## src/rtl/press_classifier.sv

```systemverilog
// ---------------------------------------------------------------------------
// press_classifier
//
// Classifies presses of a single debounced button into short, long and
// double presses. Time is measured in prescaler ticks (one tick every
// 2^TICK_N clk cycles), so the hold and gap thresholds scale with TICK_N.
//
// Parameters
//   TICK_N      prescaler width; one tick per 2^TICK_N clk cycles
//   LONG_TICKS  ticks of continuous hold that make a long press (2..255)
//   DBL_TICKS   longest release gap, in ticks, still counted as a double
//               press (2..255)
//
// Ports
//   clk        system clock, all state changes on the rising edge
//   reset      asynchronous, active-high reset
//   db         debounced button level, synchronous to clk
//   short_p    one-cycle pulse: single short press classified
//   long_p     one-cycle pulse: long-press threshold reached
//   double_p   one-cycle pulse: double press classified
//   held       level, high while the button is held past the long threshold
//   press_cnt  number of db rising edges seen, modulo 256
// ---------------------------------------------------------------------------
module press_classifier #(
  parameter int TICK_N     = 13,
  parameter int LONG_TICKS = 100,
  parameter int DBL_TICKS  = 30
) (
  input  logic       clk,
  input  logic       reset,
  input  logic       db,
  output logic       short_p,
  output logic       long_p,
  output logic       double_p,
  output logic       held,
  output logic [7:0] press_cnt
);

  typedef enum logic [2:0] {
    IDLE      = 3'd0,
    PRESS1    = 3'd1,
    WAIT2     = 3'd2,
    PRESS2    = 3'd3,
    LONG_HOLD = 3'd4
  } state_t;

  localparam logic [7:0] LONG_LIM = 8'(LONG_TICKS);
  localparam logic [7:0] DBL_LIM  = 8'(DBL_TICKS);
  localparam logic [7:0] CNT_MAX  = 8'hFF;

  logic [TICK_N-1:0] presc;
  logic              tick;
  logic              db_prev;
  logic              rise;
  logic              fall;
  logic [7:0]        cnt;
  state_t            state;

  // The tick is decoded from the prescaler itself, so it is high for
  // exactly the one cycle in which the counter sits at all-ones.
  assign tick = &presc;
  assign rise = db & ~db_prev;
  assign fall = ~db & db_prev;

  // Free-running prescaler.
  always_ff @(posedge clk or posedge reset) begin
    if (reset) begin
      presc <= '0;
    end else begin
      presc <= presc + TICK_N'(1);
    end
  end

  // Previous button level for edge detection. It resets to 0, so a button
  // already held when reset releases is seen as a fresh press.
  always_ff @(posedge clk or posedge reset) begin
    if (reset) begin
      db_prev <= 1'b0;
    end else begin
      db_prev <= db;
    end
  end

  // Press counter runs independently of the classifier state and simply
  // wraps at 8 bits.
  always_ff @(posedge clk or posedge reset) begin
    if (reset) begin
      press_cnt <= 8'd0;
    end else if (rise) begin
      press_cnt <= press_cnt + 8'd1;
    end
  end

  // Classifier FSM together with its hold/gap counter and registered
  // outputs. The counter advances on ticks and saturates; any branch that
  // changes state clears it afterwards, which overrides the increment.
  // Pulses default to 0 every cycle, so each one lasts exactly one cycle and
  // only the transition that sets it can make it high.
  always_ff @(posedge clk or posedge reset) begin
    if (reset) begin
      state    <= IDLE;
      cnt      <= 8'd0;
      short_p  <= 1'b0;
      long_p   <= 1'b0;
      double_p <= 1'b0;
      held     <= 1'b0;
    end else begin
      short_p  <= 1'b0;
      long_p   <= 1'b0;
      double_p <= 1'b0;
      held     <= 1'b0;

      if (tick && (cnt != CNT_MAX)) begin
        cnt <= cnt + 8'd1;
      end

      case (state)
        IDLE: begin
          if (rise) begin
            state <= PRESS1;
            cnt   <= 8'd0;
          end
        end

        // Releasing on the very cycle the threshold is reached still counts
        // as a short press: fall is tested first.
        PRESS1: begin
          if (fall) begin
            state <= WAIT2;
            cnt   <= 8'd0;
          end else if (cnt == LONG_LIM) begin
            state  <= LONG_HOLD;
            cnt    <= 8'd0;
            long_p <= 1'b1;
            held   <= 1'b1;
          end
        end

        // A second press arriving on the timeout cycle still makes a double
        // press: rise is tested first.
        WAIT2: begin
          if (rise) begin
            state <= PRESS2;
            cnt   <= 8'd0;
          end else if (cnt == DBL_LIM) begin
            state   <= IDLE;
            cnt     <= 8'd0;
            short_p <= 1'b1;
          end
        end

        // The second press of a double is not timed, so holding it long
        // never turns into a long press.
        PRESS2: begin
          if (fall) begin
            state    <= IDLE;
            cnt      <= 8'd0;
            double_p <= 1'b1;
          end
        end

        // A press that went long ends silently on release.
        LONG_HOLD: begin
          if (fall) begin
            state <= IDLE;
            cnt   <= 8'd0;
          end else begin
            held <= 1'b1;
          end
        end

        // Unused encodings fall back to IDLE without emitting anything.
        default: begin
          state <= IDLE;
          cnt   <= 8'd0;
        end
      endcase
    end
  end

endmodule

```

## config.mk

```make
export PLATFORM = sky130hd
export DESIGN_NAME = press_classifier
export DESIGN_NICKNAME = d
export VERILOG_FILES = /design/src/rtl/press_classifier.sv
export SDC_FILE = /design/constraint.sdc
export NUM_CORES = 1
export LEC_CHECK = 0
export ABC_AREA = 1
export CORE_ASPECT_RATIO = 1.2
export CORE_MARGIN = 2
export CORE_UTILIZATION = 52
export CTS_CLUSTER_DIAMETER = 40
export DETAILED_ROUTE_END_ITERATION = 10
export PLACE_DENSITY = 0.8
export SETUP_SLACK_MARGIN = 0.5
export SYNTH_ARGS = -nofsm -noshare
export SYNTH_HDL_FRONTEND = slang
export SYNTH_SLANG_ARGS = --single-unit
export TNS_END_PERCENT = 5
```

## constraint.sdc

```tcl
create_clock -name clk -period 2.4 [get_ports clk]
set_clock_uncertainty 0.05 [all_clocks]
set_input_delay 0.72 -clock clk [delete_from_list [all_inputs] [get_ports clk]]
set_output_delay 0.72 -clock clk [all_outputs]
set_load 0.01 [all_outputs]
```

---- Word-level counts from Yosys, hierarchy flattened ----
Cells that the tools add are included.
cells by class
  add/subtract/negate cells ............... 3
  equality and inequality tests ........... 11
  mux-type cells .......................... 25
  bitwise logic cells ..................... 4
  reductions and logical operators ........ 5
operators with widths
  operator                                                          count
  8-bit two-way mux                                                 7
  8-bit case mux with 4 select lines                                1
  3-bit two-way mux                                                 6
  8-bit by 1-bit adder with 8-bit output (second input constant)    2
  13-bit by 1-bit adder with 13-bit output (second input constant)  1
  13-bit AND reduction                                              1
  3-bit case mux with 4 select lines                                1
  1-bit two-way mux                                                 9
  8-bit by 5-bit == test with 1-bit output (second input constant)  1
  8-bit by 7-bit == test with 1-bit output (second input constant)  1
  8-bit != test (second input constant)                             1
  3-bit by 2-bit == test with 1-bit output (second input constant)  2
  3-bit != test (second input constant)                             2
  4-bit AND reduction                                               1
  3-bit by 1-bit == test with 1-bit output (second input constant)  1
  3-bit == test (second input constant)                             1
  3-bit logical NOT                                                 1
  1-bit AND                                                         2
  2-bit by 1-bit != test with 1-bit output (second input constant)  1
  2-bit != test (second input constant)                             1
  1-bit inverter                                                    2
  1-bit case mux with 2 select lines                                1
  2-bit OR reduction                                                1
  1-bit logical AND                                                 1
storage, ports and cells
  register bits after elaboration ......... 37
  input bits .............................. 3
  output and inout bits ................... 12
  word-level logic and storage cells ...... 57

---- Depth between registers and ports, before layout ----
Gate-level depths: netlist of the first run.
  depth after elaboration ................. 6
  gate-level depth with buffers ........... 10
  gate-level depth less buffers ........... 10

---- Worst setup path before layout of the first run ----
OpenSTA, ideal clock, no wires.
  path type ............................... in2reg
  from .................................... input db
  to ...................................... register held
  setup time .............................. 0.118 ns
  arrival time ............................ 1.389 ns
  data required time ...................... 2.232 ns
  path slack .............................. 0.844 ns
  stages .................................. 8
  buffers on the path ..................... 1
  path through ............................ nand2_2 inv_1 nor2_1 nand2_1 nand3_1 buf_4 nand2_1 nand2_1
on the way
  word-level cells in the longest chain between the ends .. 4
  elaborated cells between the ends (all ways) .. 5
  classes of those cells .................. 3 x mux; 2 x bitwise
RTL lines
  item                                    line      RTL
  start: declaration                      31        input logic db,
  1-bit inverter (*)                      63        assign fall = ~db & db_prev;
  1-bit AND (*)                           63
  1-bit two-way mux (on tied branches)    164, 128
  1-bit case mux with 2 select lines (*)  117       case (state)
  end signal: assignment                  111       held <= 1'b0;
  end signal: assignment                  135       held <= 1'b1;
  end signal: assignment                  168       held <= 1'b1;
  end: declaration                        35        output logic held,
Mark *: on every way between the ends. The rest lies on a longest branch, timed or not.
A chain may end at the register's enable or synchronous reset.

---- Worst setup path after layout of the first run ----
  from .................................... register press_cnt[7]
  to ...................................... output press_cnt[7]
RTL lines
  item                      line  RTL
  start: declaration        36    output logic [7:0] press_cnt
  start signal: assignment  90    press_cnt <= press_cnt + 8'd1;
No word-level cell between the ends.

==> results.json, run 1 <==
{
  "cp_slowest_stage_delay_ns": 0.55,
  "ys.flop_type": "dfrtp_1",
  "htree_num_levels": 2,
  "synth_top_cell_area_share": 0.4837,
  "fmax_ghz": 0.5032,
  "start_util": 0.5357,
  "grt_antenna_before_repair": 0,
  "setup_tns_ns": 0,
  "clk_pin_slew_ns": 0.07,
  "die_w_um": 59.39,
  "synth_common_cells": "nand2_1 (66), dfrtp_1 (37), inv_1 (29)",
  "synthAdderAreaFrac": 0.03268,
  "startpoint_type": "flip-flop",
  "cp.required_ns": 1.63,
  "pre_cts_ws_ns": 0.1422,
  "core_um2": 3573,
  "finalSetupViolCount": 0,
  "fillerInstances": 290,
  "dp_hpwl_mm": 2.386,
  "netlist_area_um2": 1914,
  "diodes": 0,
  "synth_cells": 230,
  "path_class": "reg2out",
  "synth.mux.area_fraction": 0,
  "syn-num-nets": 238,
  "seq_area_frac_synth": 0.4837,
  "clock_path_buffers": 2,
  "die_y_um": 70.47,
  "slew_violations": 0,
  "areaGrowthSynthToFinish_pct": 17.12,
  "place_inst": 284,
  "clk_latency_ns": 0.28,
  "synth-seq-cells": 37,
  "port_buffers": 14,
  "dieArea_um2": 4185,
  "wl_met1_mm": 1.515,
  "grt_first_pass_wirelength_mm": 5.727,
  "synth_top_family_by_area": "simple AND/OR/NAND/NOR gates",
  "rsz0062_at_grt": "true",
  "hold_viol_final": 0,
  "cp_top_family": "buffers and inverters",
  "regArea_um2": 925.9,
  "outcome": "finished, final reports clean",
  "drc": 0,
  "synth_edf_count": 0,
  "grt_overflow": 0,
  "tritoncts": "yes",
  "cellLeakagePower_nw": 1.099,
  "gp_congestion": 0.8016,
  "peakVddDrop_uv": 744.8,
  "crit_fanout": 3,
  "slew_headroom": 0.6977,
  "yosysUniqueCellTypes": 24,
  "worst-endpoint-arrival_ns": 1.22,
  "synth_compound_area_frac": 0.02614,
  "grt_max_degree": 38,
  "fin_hold_ws_ns": 0.4034,
  "clockRootBuffer": "clkbuf_8",
  "yosysWarnings": 0,
  "async_flop_share": 1.000,
  "dr.first_iter.drc_count": 46,
  "fin_nets": 262,
  "crit_chain": "clkdlybuf4s50_1",
  "endpoint_kind": "output pin",
  "yosys-top-cells-area": "dfrtp_1 (48%), nand2_1 (13%), inv_1 (5.7%)",
  "wire_per_inst_um": 11.10,
  "core.rowCount": 24,
  "setup_slack_ns": 0.4127,
  "dpl_cell_area_um2": 2107,
  "num_vias": 1462,
  "worst_hold_path_type": "reg2reg",
  "drive_gt1_frac": 0.1255,
  "drt_pre_antenna_iters": 4,
  "grt_pass1_vias": 1377,
  "cpMaxStageDelayCell": "clkdlybuf4s50_1",
  "finish.utilization": 0.6275,
  "io_pins": 15,
  "yosysTopAreaCell": "dfrtp_1",
  "topRoutingLayerUsed": "met4",
  "cts_buffers": 5,
  "cp_num_buf_inv": 1,
  "wl_met2_mm": 1.567,
  "p_total_mw": 1.933,
  "avgSynthCellArea_um2": 8.323,
  "synthXorXnorAreaFrac": 0.07320,
  "via_per_inst": 4.973,
  "drv_cap": 0,
  "final_cells": 294,
  "period_minus_slack_ns": 1.987,
  "worst_slew_pin_slew_ns": 0.4534,
  "synthSimpleGateAreaFrac": 0.3176,
  "cts.sinks": 37,
  "multi_input_area_um2": 863.3,
  "wl_mm": 3.262,
  "wl_met3_um": 98,
  "yosys.cell_count.top_type": "nand2_1",
  "ant_nets": 0,
  "powerDensity_nw_per_um2": 862.0,
  "grt_usage": 0.1808,
  "final_area_um2": 2242,
  "post-route-period-util": 0.8280
}
-- path summary, 6_finish.rpt --
path                                          start  cells past startpoint  slack (ns)                        to
setup / recovery           press_cnt[7]$_DFFE_PP0P_                      1        0.41              press_cnt[7]
hold reg to reg                  presc[0]$_DFF_PP0_                      1        0.40        presc[0]$_DFF_PP0_
hold / removal                   presc[0]$_DFF_PP0_                      1        0.40        presc[0]$_DFF_PP0_
setup reg to reg                 presc[0]$_DFF_PP0_                      8        0.67          cnt[7]$_DFF_PP0_
min in group asynchronous                     reset                      3        0.80  press_cnt[3]$_DFFE_PP0P_
max in group asynchronous                     reset                      3        1.19  press_cnt[6]$_DFFE_PP0P_
-- routing by layer --
metal,vias to the layer above,GRT usage
met2,17,0.2772
met3,9,0.06852
met5,-,0
met1,682,0.2245
li1,754,-
met4,0,0.07576
-- final cells by class --
type / count / area share
sequential: 37 / 0.4129
tap: 39 / 0.02176
timing repair buffer: 19 / 0.07980
clock buffer: 7 / 0.03850
multi-input combinational: 162 / 0.3850
inverter: 29 / 0.04855
clock inverter: 1 / 0.01339
-- cells by family after synthesis --
kind of cell / after synthesis
fa+ha+maj: 5
buf+inv: 31
flops: 37
simple gates: 133
xor+xnor: 16
compound gates: 8
-- registers in the layout, summed over array words and instances, names as in the netlist --
register   flops
double_p       1
short_p        1
presc         13
held           1
cnt            8
press_cnt      8
long_p         1
state          3
db_prev        1
-- placed cells by master, fill, tap and decap left out, types with 2 or more instances in the layout --
master | netlist | layout
nand3b_1 | 3 | 3
nand3_2 | 3 | 3
clkbuf_8 | 0 | 6
nand2_1 | 66 | 66
nor2_2 | 5 | 6
xnor2_1 | 6 | 6
nor2_1 | 25 | 24
nor3_1 | 7 | 7
inv_1 | 29 | 29
a21oi_1 | 2 | 2
buf_4 | 1 | 5
dfrtp_1 | 37 | 37
nor2_4 | 2 | 2
ha_1 | 5 | 5
xor2_1 | 10 | 10
nand2_2 | 6 | 6
clkdlybuf4s50_1 | 0 | 12
nand4_1 | 2 | 2
nand3_1 | 13 | 13
o21ai_0 | 2 | 2
-- where the power goes --
| group | leakage (nW) | total (mW) | internal [mW] | switching, mW |
|---|---|---|---|---|
| Sequential | 0.481 | 0.792 | 0.716 | 0.0762 |
| Clock | 0.0585 | 0.549 | 0.339 | 0.210 |
| Combinational | 0.560 | 0.592 | 0.264 | 0.328 |
-- timing repair --
item | 4_1_cts | 5_1_grt
endpoints found under the setup margin | 20 | 25
buffers inserted | 2 | 0
gates resized for setup | 1 | 2
hold buffers | 0 | 0
No activity file was read; power rests on OpenSTA's default activity.
==> run 2: changes to the inputs <==
==> constraint.sdc (replaced) <==
create_clock -name clk -period 2 [get_ports clk]
set_clock_uncertainty 0.05 [all_clocks]
set_input_delay 0.6 -clock clk [delete_from_list [all_inputs] [get_ports clk]]
set_output_delay 0.6 -clock clk [all_outputs]
set_load 0.01 [all_outputs]
==> run 2 against run 1 <==
- sequential power up 18%
- via count up 4.6%
- flip-flop and latch count unchanged
- global-route usage up 0.35 points
- clock-buffer cell count unchanged
- non-clock buffer count up 17
- cell count up 5.8%
- largest power group unchanged
- setup slack better by 0.011 ns
- register-to-register slack worse by 0.20 ns
- sequential share of layout area down 3.2 points
- utilization up 5.3 points
- critical endpoint is now held
==> results.json, run 2 (synthesized netlist as in run 1, its figures left out) <==
{
  "fin_hold_ws_ns": 0.4292,
  "wire_per_inst_um": 11.33,
  "cp_top_family": "flip-flops",
  "fin_nets": 279,
  "fmax_ghz": 0.6342,
  "slew_violations": 0,
  "finalSetupViolCount": 0,
  "ant_nets": 0,
  "dpl_cell_area_um2": 2150,
  "final_area_um2": 2430,
  "cts_buffers": 5,
  "mostFrequentLayoutCell": "nand2_1",
  "dieArea_um2": 4185,
  "fillerInstances": 299,
  "slew_headroom": 0.7863,
  "setup_tns_ns": 0,
  "htree_num_levels": 2,
  "path_class": "reg2out",
  "areaGrowthSynthToFinish_pct": 26.93,
  "tritoncts": "yes",
  "startpoint_type": "flip-flop",
  "cts.sinks": 37,
  "grt_usage": 0.1843,
  "drc": 0,
  "endpoint": "held",
  "core.rowCount": 24,
  "crit_chain": "dlygate4sd2_1",
  "post-route-period-util": 0.7884,
  "clock_path_buffers": 2,
  "dp_hpwl_mm": 2.400,
  "die_w_um": 59.39,
  "drive_gt1_frac": 0.2243,
  "grt_first_pass_wirelength_mm": 5.858,
  "r2r_cells": 8,
  "rsz0062_at_grt": "true",
  "via_per_inst": 4.916,
  "num_vias": 1529,
  "pre_cts_ws_ns": -0.05181,
  "peakVddDrop_uv": 977.9,
  "reg2reg_from": "presc[1]$_DFF_PP0_",
  "gp_congestion": 0.7784,
  "die_y_um": 70.47,
  "drt_pre_antenna_iters": 4,
  "crit_cells": 1,
  "cp_num_buf_inv": 1,
  "io_pins": 15,
  "clockRootBuffer": "clkbuf_8",
  "setup_slack_ns": 0.4233,
  "clk_latency_ns": 0.29,
  "startpoint": "held$_DFF_PP0_",
  "core_um2": 3573,
  "reg_top3": "presc: 13 flops, cnt: 8 flops, press_cnt: 8 flops",
  "rrSetupSlack_ns": 0.47,
  "clk_pin_slew_ns": 0.07,
  "diodes": 0,
  "endpoint_kind": "output pin",
  "r2r_end": "cnt[0]$_DFF_PP0_",
  "grt_antenna_before_repair": 0,
  "grt_overflow": 0,
  "worst_hold_path_type": "reg2reg",
  "period_minus_slack_ns": 1.577,
  "cellLeakagePower_nw": 1.218,
  "largest_reg_flops": 13,
  "port_buffers": 14,
  "cp_slowest_stage_delay_ns": 0.35,
  "cpMaxStageDelayCell": "dfrtp_1",
  "crit_fanout": 1,
  "p_total_mw": 2.463,
  "grt_pass1_vias": 1451,
  "cp.required_ns": 1.35,
  "drv_cap": 0,
  "outcome": "finished, final reports clean",
  "grt_max_degree": 38,
  "start_util": 0.5357,
  "hold_viol_final": 0,
  "dr.first_iter.drc_count": 76,
  "top_register": "presc",
  "wl_mm": 3.524,
  "worst_slew_pin_slew_ns": 0.3180,
  "powerDensity_nw_per_um2": 1014,
  "worst-endpoint-arrival_ns": 0.93,
  "layout_common_cells": "nand2_1 (63), dfrtp_1 (37), inv_1 (27)"
}
run 2: cell types whose count changed in the layout (fill, tap and decap cells not counted), sizes merged:
cell           change
buf               +17
clkbuf             +3
clkdlybuf4s15      +7
clkdlybuf4s50     -11
dlygate4sd2        +2
dlymetal6s2s       -1
run 2: report_power, final:
| group | internal, mW | leakage, nW | switching (mW) | total, mW |
|---|---|---|---|---|
| clock network | 0.406 | 0.0585 | 0.258 | 0.664 |
| registers | 0.859 | 0.481 | 0.0775 | 0.936 |
| logic | 0.393 | 0.679 | 0.470 | 0.863 |
run 2: worst min path at each step:
stage	cells after the start	to	start	slack, ns
global placement	1	presc[0]$_DFF_PP0_	presc[0]$_DFF_PP0_	0.39
floorplan	1	presc[0]$_DFF_PP0_	presc[0]$_DFF_PP0_	0.37
finish	1	presc[12]$_DFF_PP0_	presc[12]$_DFF_PP0_	0.43
CTS	1	presc[0]$_DFF_PP0_	presc[0]$_DFF_PP0_	0.42
global route	1	presc[12]$_DFF_PP0_	presc[12]$_DFF_PP0_	0.44
detailed placement	1	presc[0]$_DFF_PP0_	presc[0]$_DFF_PP0_	0.41
run 2: through the flow:
stage               utilization  cells
floorplan                     -    230
detailed placement       0.6015    288
finish                   0.6800    311
CTS                      0.6436    301
global route             0.6800    311
global placement         0.6015    288
run 2: layout make-up:
cell class                      instances  area, um^2  share of cell area
Sequential cell                        37       925.9              0.3811
Tap cell                               39       48.80             0.02008
Clock inverter                          1       30.03             0.01236
Multi-Input combinational cell        162       915.9              0.3769
Clock buffer                            7       86.33             0.03553
Inverter                               29       108.9             0.04480
Timing Repair Buffer                   36       314.1              0.1292
run 2: routing by layer:
layer	wire, um	track usage	vias to the layer above
li1	-	-	790
met1	1578	0.2173	716
met2	1812	0.3016	20
met3	103	0.06852	3
met4	30	0.06313	0
met5	0	0	-
run 2: timing repair:
item / in CTS / in global routing
endpoints found under the setup margin: 28 / 25
buffers inserted: 5 / 10
gates resized for setup: 17 / 27
pin swaps: 2 / 7
endpoints found under the hold margin: 0 / 0
hold buffers: 0 / 0
